<file path="src/rtl/tmds_channel_decoder_pkg.sv">
// rtl/tmds_channel_decoder_pkg.sv - shared TMDS control tokens, FSM encoding and helpers
package tmds_channel_decoder_pkg;

  localparam logic [9:0] TOKEN_C00 = 10'b1101010100;
  localparam logic [9:0] TOKEN_C01 = 10'b0010101011;
  localparam logic [9:0] TOKEN_C10 = 10'b0101010100;
  localparam logic [9:0] TOKEN_C11 = 10'b1010101011;

  typedef enum logic {
    ST_SEARCH = 1'b0,
    ST_LOCKED = 1'b1
  } state_e;

  // Bit offsets cycle through 0..9 within the two-word window.
  function automatic logic [3:0] next_offset(input logic [3:0] cur);
    return (cur == 4'd9) ? 4'd0 : cur + 4'd1;
  endfunction

endpackage

</file>
<file path="src/rtl/tmds_decode_word.sv">
// rtl/tmds_decode_word.sv - combinational decode of one aligned 10-bit TMDS word
module tmds_decode_word
  import tmds_channel_decoder_pkg::*;
(
  input  logic [9:0] word,
  output logic       is_ctrl,
  output logic [1:0] ctrl,
  output logic [7:0] data
);

  logic [7:0] q;

  assign q = word[9] ? ~word[7:0] : word[7:0];

  // word[8] selects whether the transmitter chained with XOR or XNOR.
  always_comb begin
    data    = 8'd0;
    data[0] = q[0];
    for (int i = 1; i < 8; i++) begin
      data[i] = word[8] ? (q[i] ^ q[i-1]) : ~(q[i] ^ q[i-1]);
    end
  end

  always_comb begin
    is_ctrl = 1'b1;
    ctrl    = 2'b00;
    case (word)
      TOKEN_C00: ctrl = 2'b00;
      TOKEN_C01: ctrl = 2'b01;
      TOKEN_C10: ctrl = 2'b10;
      TOKEN_C11: ctrl = 2'b11;
      default:   is_ctrl = 1'b0;
    endcase
  end

endmodule

</file>
<file path="src/rtl/tmds_channel_decoder.sv">
// rtl/tmds_channel_decoder.sv - one TMDS RX channel: word alignment by control-token runs, then decode
module tmds_channel_decoder
  import tmds_channel_decoder_pkg::*;
#(
  parameter int CTRL_RUN       = 8,
  parameter int SEARCH_TIMEOUT = 4096,
  parameter int LOCK_TIMEOUT   = 4096
) (
  input  logic       clk,
  input  logic       reset,
  input  logic [9:0] tmds_word,
  output logic [7:0] data,
  output logic [1:0] ctrl,
  output logic       de,
  output logic       aligned,
  output logic [3:0] offset
);

  localparam int MAX_TMO = (SEARCH_TIMEOUT > LOCK_TIMEOUT) ? SEARCH_TIMEOUT : LOCK_TIMEOUT;
  localparam int TMO_W   = $clog2(MAX_TMO) + 1;
  localparam int RUN_W   = $clog2(CTRL_RUN) + 1;

  localparam logic [TMO_W-1:0] SEARCH_LAST = TMO_W'(SEARCH_TIMEOUT - 1);
  localparam logic [TMO_W-1:0] LOCK_LAST   = TMO_W'(LOCK_TIMEOUT - 1);
  localparam logic [RUN_W-1:0] RUN_FULL    = RUN_W'(CTRL_RUN);

  state_e           state_q, state_d;
  logic [9:0]       w_q, w_d;
  logic [9:0]       w_prev_q, w_prev_d;
  logic [3:0]       offset_q, offset_d;
  logic [RUN_W-1:0] run_cnt_q, run_cnt_d;
  logic [TMO_W-1:0] tmo_cnt_q, tmo_cnt_d;
  logic [7:0]       data_q, data_d;
  logic [1:0]       ctrl_q, ctrl_d;
  logic             de_q, de_d;

  logic [19:0] pair;
  logic [9:0]  win;
  logic        dec_is_ctrl;
  logic [1:0]  dec_ctrl;
  logic [7:0]  dec_data;
  logic        run_done;
  logic        search_tmo;
  logic        lock_tmo;

  // Older word sits in the low half so bit order matches serial arrival.
  assign pair = {w_q, w_prev_q};
  assign win  = 10'(pair >> offset_q);

  tmds_decode_word u_decode (
    .word    (win),
    .is_ctrl (dec_is_ctrl),
    .ctrl    (dec_ctrl),
    .data    (dec_data)
  );

  assign run_done   = (run_cnt_q == RUN_FULL);
  assign search_tmo = (tmo_cnt_q == SEARCH_LAST);
  assign lock_tmo   = (tmo_cnt_q == LOCK_LAST);

  always_ff @(posedge clk) begin
    if (reset) begin
      state_q <= ST_SEARCH;
    end else begin
      state_q <= state_d;
    end
  end

  // A completed run always beats a coincident timeout.
  always_comb begin
    state_d = state_q;
    case (state_q)
      ST_SEARCH: if (run_done) state_d = ST_LOCKED;
      ST_LOCKED: if (!run_done && lock_tmo) state_d = ST_SEARCH;
    endcase
  end

  always_comb begin
    aligned = (state_q == ST_LOCKED);
  end

  always_comb begin
    w_d      = tmds_word;
    w_prev_d = w_q;
    offset_d = offset_q;

    if (!dec_is_ctrl) begin
      run_cnt_d = '0;
    end else if (!run_done) begin
      run_cnt_d = run_cnt_q + RUN_W'(1);
    end else begin
      run_cnt_d = run_cnt_q;
    end

    tmo_cnt_d = tmo_cnt_q + TMO_W'(1);
    if (run_done || (state_d != state_q)) begin
      tmo_cnt_d = '0;
    end

    if ((state_q == ST_SEARCH) && !run_done && search_tmo) begin
      offset_d  = next_offset(offset_q);
      run_cnt_d = '0;
      tmo_cnt_d = '0;
    end
  end

  // Data holds across control periods and ctrl holds across video periods.
  always_comb begin
    data_d = data_q;
    ctrl_d = ctrl_q;
    de_d   = !dec_is_ctrl;
    if (dec_is_ctrl) begin
      ctrl_d = dec_ctrl;
    end else begin
      data_d = dec_data;
    end
  end

  always_ff @(posedge clk) begin
    if (reset) begin
      w_q       <= '0;
      w_prev_q  <= '0;
      offset_q  <= '0;
      run_cnt_q <= '0;
      tmo_cnt_q <= '0;
      data_q    <= '0;
      ctrl_q    <= '0;
      de_q      <= 1'b0;
    end else begin
      w_q       <= w_d;
      w_prev_q  <= w_prev_d;
      offset_q  <= offset_d;
      run_cnt_q <= run_cnt_d;
      tmo_cnt_q <= tmo_cnt_d;
      data_q    <= data_d;
      ctrl_q    <= ctrl_d;
      de_q      <= de_d;
    end
  end

  assign data   = data_q;
  assign ctrl   = ctrl_q;
  assign de     = de_q;
  assign offset = offset_q;

endmodule

</file>
<file path="config.mk">
export PLATFORM = sky130hd
export DESIGN_NAME = tmds_channel_decoder
export DESIGN_NICKNAME = d
export VERILOG_FILES = /design/src/rtl/tmds_channel_decoder_pkg.sv /design/src/rtl/tmds_decode_word.sv /design/src/rtl/tmds_channel_decoder.sv
export SDC_FILE = /design/constraint.sdc
export NUM_CORES = 1
export LEC_CHECK = 0
export CAP_MARGIN = 20
export CORE_UTILIZATION = 51
export CTS_CLUSTER_DIAMETER = 150
export DETAILED_ROUTE_END_ITERATION = 6
export PLACE_DENSITY = 0.79
export SYNTH_ARGS = -nofsm -noshare
export SYNTH_HDL_FRONTEND = slang
export SYNTH_HIERARCHICAL = 1
export SYNTH_SLANG_ARGS = --single-unit
</file>
<file path="constraint.sdc">
create_clock -name clk -period 2.8 [get_ports clk]
set_input_delay 0.42 -clock clk [delete_from_list [all_inputs] [get_ports clk]]
set_output_delay 0.42 -clock clk [all_outputs]
set_load 0.05 [all_outputs]
</file>
==> impl_results.md <==
- Run status: completed
- Setup Viol. Count Final: 0
- Clock Tree Buf Depth: 2
- Crit. Startpoint: offset[0]
- Core Area: 5270 µm²
- TritonCTS Buffers: 5
- Vias per Instance: 5.61
- Worst endpoint required time: 2.99 ns
- Total Routing Usage GR: 20.0%
- Final Util: 66.2%
- Flop and latch count out of synthesis: 53
- Max Fclk: 365 MHz
- Max-capacitance violation count: 0
- FFs w/ async S/R, synth: 0%
- EDFF count, synth: 0
- Critical path class: reg -> reg
- Arr. time, crit path: 2.93 ns
- DRT Pass-1 Iters: 4
- Root Driver: clkbuf_8
- Final Instance Area: 3490 µm²
- Post-layout minimum cycle time: 2.74 ns
- Vias in the first global route: 2050
- Largest net degree at the start of global routing: 26
- Global route overflow: 0
- Hold-fix buffers at CTS: 0
- Syn Nets: 293
- Hold depth: 2
- Setup TNS: 0 ns
- Post-DP HPWL: 4170 µm
- Worst setup SP type: flop
- Seq/Total Area, Yosys: 36.9%
- Synth Flop Type: dfxtp_1
- Gpl congestion: 0.856
- CP Cell Sequence: buf_4 > mux4_1 > mux4_2 > and4bb_1 > and3b_4 > a31o_4 > buf_4 > mux2i_1 > nor2_1
- Yosys Warn Count: 6
- Number of H-tree levels: 2
- Setup slack after layout: 0.0583 ns
- 1st-iter DRT viols: 116
- Area Growth Syn to Fin: 21.4%
- Global-route wire length before repair: 9580 µm
- Reg2reg path depth: 9
- Hold path start: tmo_cnt_q[12]
- DRC Markers: 0
- Die W: 77.1 µm
- Post-synthesis cell area: 2870 µm²
- Endpoints failing hold: 0
- Slew Limit Fails: 0
- CTS tree: done
- Filler instances: 420
- Power per cell area: 409 nW/µm²
- Post-Route WL: 5840 µm
- Crit-path most repeated cell: buf_4
- Die ar.: 5940 µm²
- VDD IR-drop max: 0.326 mV
- FP Rows: 26
- CP max stage cell: mux4_1
- Clock sinks: 53
- Worst slack, placed: -0.0292 ns
- Nets@finish: 339
- Die Ht: 77.1 µm
- Critical path fanouts, max: 8
- Post-synthesis instance total: 278
- Min-delay worst type: reg -> reg
- N_diodes: 0
- Initial antenna violation count: 0
- Crit-path max cell delay: 0.57 ns
- Via count: 2214
- Clk_lat worst skew: 0.31 ns
- Layout cell share with drive strength beyond 1: 17.8%
- Layout Skew: 0.0100 ns
- Initial Util: 54.5%
- Worst rel slew slack: 64.1%
- I/O Buffers: 27
- Endpoint class of the critical path: flop
- Final period utilization: 97.9%
- Reg-to-reg startpoint: offset[0]
- Synth cell types: 43
- IO Pins: 28
- Dpl cell area: 3280 µm²
- P_leak: 1.31 nW
- Avg WL per Cell: 14.8 µm
- Final ANT Viol Nets: 0
- Syn Area/Cell: 10.3 µm²
- Tightest Pin Transition: 0.537 ns
- CTS clock-pin slew for the worst setup and hold paths: 0.10 ns
cell families after synthesis:
logic type,after synthesis,synth area share [%]
mux,43,23.7
buf+inv,23,4.27
compound gates,28,5.88
simple gates,103,20.3
fa+ha+maj,3,1.31
xor+xnor,25,7.62
flops,53,36.9
stage by stage:
step                instances  power [W]  hold slack, ns
finish                    395    0.00143           0.445
global route              395    0.00148           0.465
CTS                       386    0.00143           0.445
detailed placement        376    0.00101           0.429
global placement          376    0.00100           0.422
floorplan                 278   0.000940           0.412
critical path, delay by kind of cell, from the launching register on:
family,cells,cell delay (ns)
flip-flops,1,0.42
buffers and inverters,2,0.29
AND/OR/NAND/NOR,3,0.49
multiplexers,3,1.21
AO/OA/AOI/OAI,1,0.22
final timing paths:
| path | to | slack (ns) |
|---|---|---|
| worst min-delay path | tmo_cnt_q[12] | 0.44 |
| worst max register to register | data[6] | 0.06 |
| worst min register to register | tmo_cnt_q[12] | 0.44 |
| worst max-delay path | data[6] | 0.06 |
flip-flops by register name, indices dropped and copies added (netlist names):
register	count
tmo_cnt_q	13
w_prev_d	10
w_prev_q	10
data	8
offset	4
run_cnt_q	4
ctrl	2
aligned	1
de	1
cell type report:
| cell class | instances | area, µm² | area share, % |
|---|---|---|---|
| multi-input cells | 202 | 1720 | 49.3 |
| flip-flops and latches | 53 | 1070 | 30.7 |
| repair buffers | 55 | 500 | 14.3 |
| well taps | 70 | 87.6 | 2.51 |
| clock buffers | 6 | 72.6 | 2.08 |
| inverters | 7 | 26.3 | 0.753 |
| clock inverters | 2 | 13.8 | 0.394 |
what timing repair did:
item	CTS	global route
gates resized for setup	5	5
endpoints found under the setup margin	8	13
setup buffers	2	9
pin swaps	0	1
cloned	0	0
cells in the mapped netlist, types with 2 or more instances:
cell / instances / share of area [%]
dfxtp_1: 53 / 37
nor2_1: 31 / 4.0
mux2i_1: 25 / 8.7
nor2b_1: 22 / 4.8
xnor2_1: 14 / 4.3
a21oi_1: 11 / 1.9
mux4_2: 11 / 8.6
nand2_1: 11 / 1.4
xor2_1: 11 / 3.4
mux4_1: 7 / 6.4
clkbuf_1: 6 / 0.78
inv_1: 6 / 0.78
o21ai_0: 6 / 1.0
a211oi_1: 5 / 1.3
nand3_1: 5 / 0.87
nand4_1: 5 / 1.1
and3_1: 4 / 0.87
and4_1: 4 / 1.2
buf_4: 3 / 0.78
buf_6: 3 / 1.2
ha_1: 3 / 1.3
nand3b_1: 3 / 0.78
nor3_1: 3 / 0.52
a31oi_1: 2 / 0.44
and2_1: 2 / 0.44
buf_1: 2 / 0.26
buf_2: 2 / 0.35
nand2b_1: 2 / 0.44
nand4b_1: 2 / 0.61
layout by cell type (no fill, tap or decap), types with 2 or more instances in the layout:
cell             Yosys  routed
a211oi_1             5       5
a21oi_1             11      11
a31oi_1              2       2
and2_1               2       2
and3_1               4       4
and4_1               4       4
buf_4                3      24
buf_6                3       2
clkbuf_8             0       5
clkdlybuf4s50_1      0      27
dfxtp_1             53      50
dfxtp_4              0       2
ha_1                 3       3
inv_1                6       6
mux2i_1             25      23
mux2i_2              0       2
mux4_1               7       7
mux4_2              11      11
nand2_1             11      11
nand2b_1             2       2
nand3_1              5       5
nand3b_1             3       3
nand4_1              5       5
nand4b_1             2       2
nor2_1              31      31
nor2b_1             22      21
nor3_1               3       3
o21ai_0              6       5
xnor2_1             14      14
xor2_1              11      11
where the power goes:
group	total (W)	internal, W	switching [W]
registers	0.000806	0.000781	0.0000252
logic	0.000186	0.0000882	0.0000978
clock network	0.000436	0.000179	0.000257
total	0.00143	0.00105	0.000380
layer usage:
metal	up-vias	wire, µm	global-route usage (%)
met5	-	0	0
met4	0	93	7.36
met3	9	213	2.86
met2	52	2930	34.9
met1	1068	2600	24.9
li1	1085	-	-
Power figures use the tool's default switching activity.
==> RTL change, RTL diff (same settings) <==
`w_q` and `data_q` no longer have a reset.
--- a/src/rtl/tmds_channel_decoder.sv
+++ b/src/rtl/tmds_channel_decoder.sv
@@ -120,3 +120,2 @@
     if (reset) begin
-      w_q       <= '0;
       w_prev_q  <= '0;
@@ -125,3 +124,2 @@
       tmo_cnt_q <= '0;
-      data_q    <= '0;
       ctrl_q    <= '0;
@@ -129,3 +127,2 @@
     end else begin
-      w_q       <= w_d;
       w_prev_q  <= w_prev_d;
@@ -134,3 +131,2 @@
       tmo_cnt_q <= tmo_cnt_d;
-      data_q    <= data_d;
       ctrl_q    <= ctrl_d;
@@ -138,2 +134,7 @@
     end
+  end
+
+  always_ff @(posedge clk) begin
+    w_q    <= w_d;
+    data_q <= data_d;
   end
Function: changed (a bounded check fails within 4 cycles, from zero or initial values and one cycle with reset high).
==> RTL change against the original RTL <==
Final area shrank 1.7%. Sequential cell count is the same. Utilization grew 0.11 points. First-iteration DRC count grew 8.6%. Power grew 8.4%. Die area shrank 3.5%. Area after synthesis shrank 3.6%. Critical path type unchanged. Routed wire length shrank 0.89%. Cell count shrank 7.1%. Largest power group unchanged. Non-clock buffer count shrank 2. Clock power grew 11%. Setup slack lost 48 ps. Highest routed layer unchanged.
==> RTL change: results (changes against the original RTL) <==
- Run status: complete, no violations (unchanged)
- Maximum level of the CTS H-tree: 2 (unchanged)
- Remaining antenna violation count after routing: 0 (unchanged)
- Post-placement setup slack: -27.4 ps (was -29.2 ps)
- Portion of the post-synthesis area used by sequential elements: 0.412 (was 0.369)
- CTS Buf Count: 5 (unchanged)
- Vias in the first global route: 1818 (was 2050)
- Total inserted antenna cells: 0 (unchanged)
- HPWL reported at the end of detailed placement: 3830 µm (was 4170 µm)
- Worst path slowest cell: sky130_fd_sc_hd__mux4_2 (was sky130_fd_sc_hd__mux4_1)
- Static power due to leakage: 1.22 nW (was 1.31 nW)
- Most common library cells after synthesis: sky130_fd_sc_hd__dfxtp_1 (45), sky130_fd_sc_hd__nor2_1 (23), sky130_fd_sc_hd__mux4_2 (18) (was sky130_fd_sc_hd__dfxtp_1 (53), sky130_fd_sc_hd__nor2_1 (31), sky130_fd_sc_hd__mux2i_1 (25))
- Highest net fanout along the worst path: 7 (was 8)
- Met3 capacity usage during global routing: 0.0503 (was 0.0286)
- Clock skew after layout: 1.87 ps (was 10.0 ps)
- Maximum vdd drop: 0.000274 V (was 0.000326 V)
- Required arrival time at the worst endpoint: 3030 ps (was 2990 ps)
- Slew of the pin with the lowest slew margin: 556 ps (was 537 ps)
- Net Count, Synth: 265 (was 293)
- Largest net degree at the start of global routing: 18 (was 26)
- Skew-Pair Late Insertion Delay: approximately 300 ps
- Slowest stage delay, CP: 510 ps (was 570 ps)
- Async SR Flop Fraction: 0 (unchanged)
- Max FFs per register: 13 (unchanged)
- First-pass GRT wire length: 8540 µm (was 9580 µm)
- Met1 Use GR: 0.279 (was 0.249)
- DRT iter0 DRCs: 126 (was 116)
- Final nets: 311 (was 339)
- Total length of routed wires: 5780 µm (was 5840 µm)
- Via-per-instance ratio: 5.71 (was 5.61)
- Count of fill cells added during filler insertion: 375 (was 420)
- Die outline area: 5730 µm² (was 5940 µm²)
- Final weighted congestion in routability-driven placement: 0.861 (was 0.856)
- Number of synthesized flops with an enable pin: 8 (was 0)
- Clock-pin slew on the worst setup and hold paths: 90 ps
- Top post-synthesis cells by area: sky130_fd_sc_hd__dfxtp_1 (33%), sky130_fd_sc_hd__mux4_2 (15%), sky130_fd_sc_hd__edfxtp_1 (8.7%) (was sky130_fd_sc_hd__dfxtp_1 (37%), sky130_fd_sc_hd__mux2i_1 (8.7%), sky130_fd_sc_hd__mux4_2 (8.6%))
- Type of the tightest min-delay check: reg -> reg (unchanged)
- Layout cells sized above 1: 0.236 (was 0.178)
- Register containing the most flip-flops in the final layout: tmo_cnt_q (unchanged)
- Routing usage on met2: 0.304 (was 0.349)
- Overall global routing resource usage: 0.203 (was 0.200)
- Unique cell type count in the Yosys netlist: 46 (was 43)
- Bufs on Longest Clock Path: 2 (unchanged)
==> RTL change: cell count changes after synthesis, sizes merged, moves of 2 or more <==
cell | unedited run | this run
and4 | 4 | 2
clkbuf | 6 | 3
dfxtp | 53 | 45
edfxtp | 0 | 8
mux2i | 25 | 17
nor2 | 31 | 23
nor2b | 22 | 11
nor4 | 0 | 2
o21ai | 6 | 4
==> RTL change: logic make-up after synthesis <==
kind of cell    Yosys count  synth area share
simple gates             85             0.178
flops                    53             0.412
mux                      35             0.208
compound gates           28            0.0668
xor+xnor                 25            0.0790
buf+inv                  21            0.0434
fa+ha+maj                 3            0.0136
==> RTL change: final timing paths <==
| check | startpoint | endpoint | slack, ps | cells after the start |
|---|---|---|---|---|
| worst min register to register | tmo_cnt_q[0] | tmo_cnt_q[0] | 460 | 1 |
| worst max register to register | offset[0] | run_cnt_q[2] | 10 | 9 |
| worst max-delay path | offset[0] | run_cnt_q[2] | 10 | 9 |
| worst min-delay path | tmo_cnt_q[0] | tmo_cnt_q[0] | 460 | 1 |
==> RTL change: cell type report <==
| cell class | instances | area, µm² | area share |
|---|---|---|---|
| flip-flops and latches | 53 | 1150 | 0.335 |
| multi-input cells | 176 | 1560 | 0.454 |
| repair buffers | 53 | 494 | 0.144 |
| well taps | 70 | 87.6 | 0.0255 |
| inverters | 7 | 28.8 | 0.00839 |
| clock buffers | 8 | 111 | 0.0325 |
==> RTL change: timing repair <==
| action | in CTS | in global routing |
|---|---|---|
| resized for setup | 0 | 10 |
| buffers inserted | 4 | 12 |
| pin swaps | 0 | 3 |
| hold buffers | 0 | 0 |
| setup endpoints to repair | 1 | 12 |
==> RTL change: through the flow <==
step / std cells / utilization / instance area (µm²) / hold WS, ps
floorplan: 250 / - / 2800 / 426
global placement: 343 / 0.608 / 3150 / 443
detailed placement: 343 / 0.608 / 3150 / 446
CTS: 355 / 0.635 / 3290 / 468
global route: 367 / 0.663 / 3430 / 482
finish: 367 / 0.663 / 3430 / 463
==> RTL change: power breakdown <==
group | internal [W] | switching (W) | total, W
Sequential | 0.000811 | 0.0000255 | 0.000837
Combinational | 0.0000999 | 0.000125 | 0.000225
Clock | 0.000256 | 0.000231 | 0.000486
Total | 0.00117 | 0.000381 | 0.00155
==> RTL change: metal layers <==
layer | wire length [µm] | vias to the layer above | share of wire
li1 | - | 1007 | -
met1 | 2500 | 965 | 0.43
met2 | 2750 | 106 | 0.48
met3 | 357 | 16 | 0.062
met4 | 170 | 0 | 0.029
met5 | 0 | - | 0
==> RTL change: worst reg2reg max path, delay by kind of cell (launching register included) <==
kind / cells / cell delay (ps)
flip-flops: 1 / 400
multiplexers: 2 / 990
AO/OA/AOI/OAI: 2 / 470
AND/OR/NAND/NOR: 3 / 660
buffers and inverters: 2 / 190
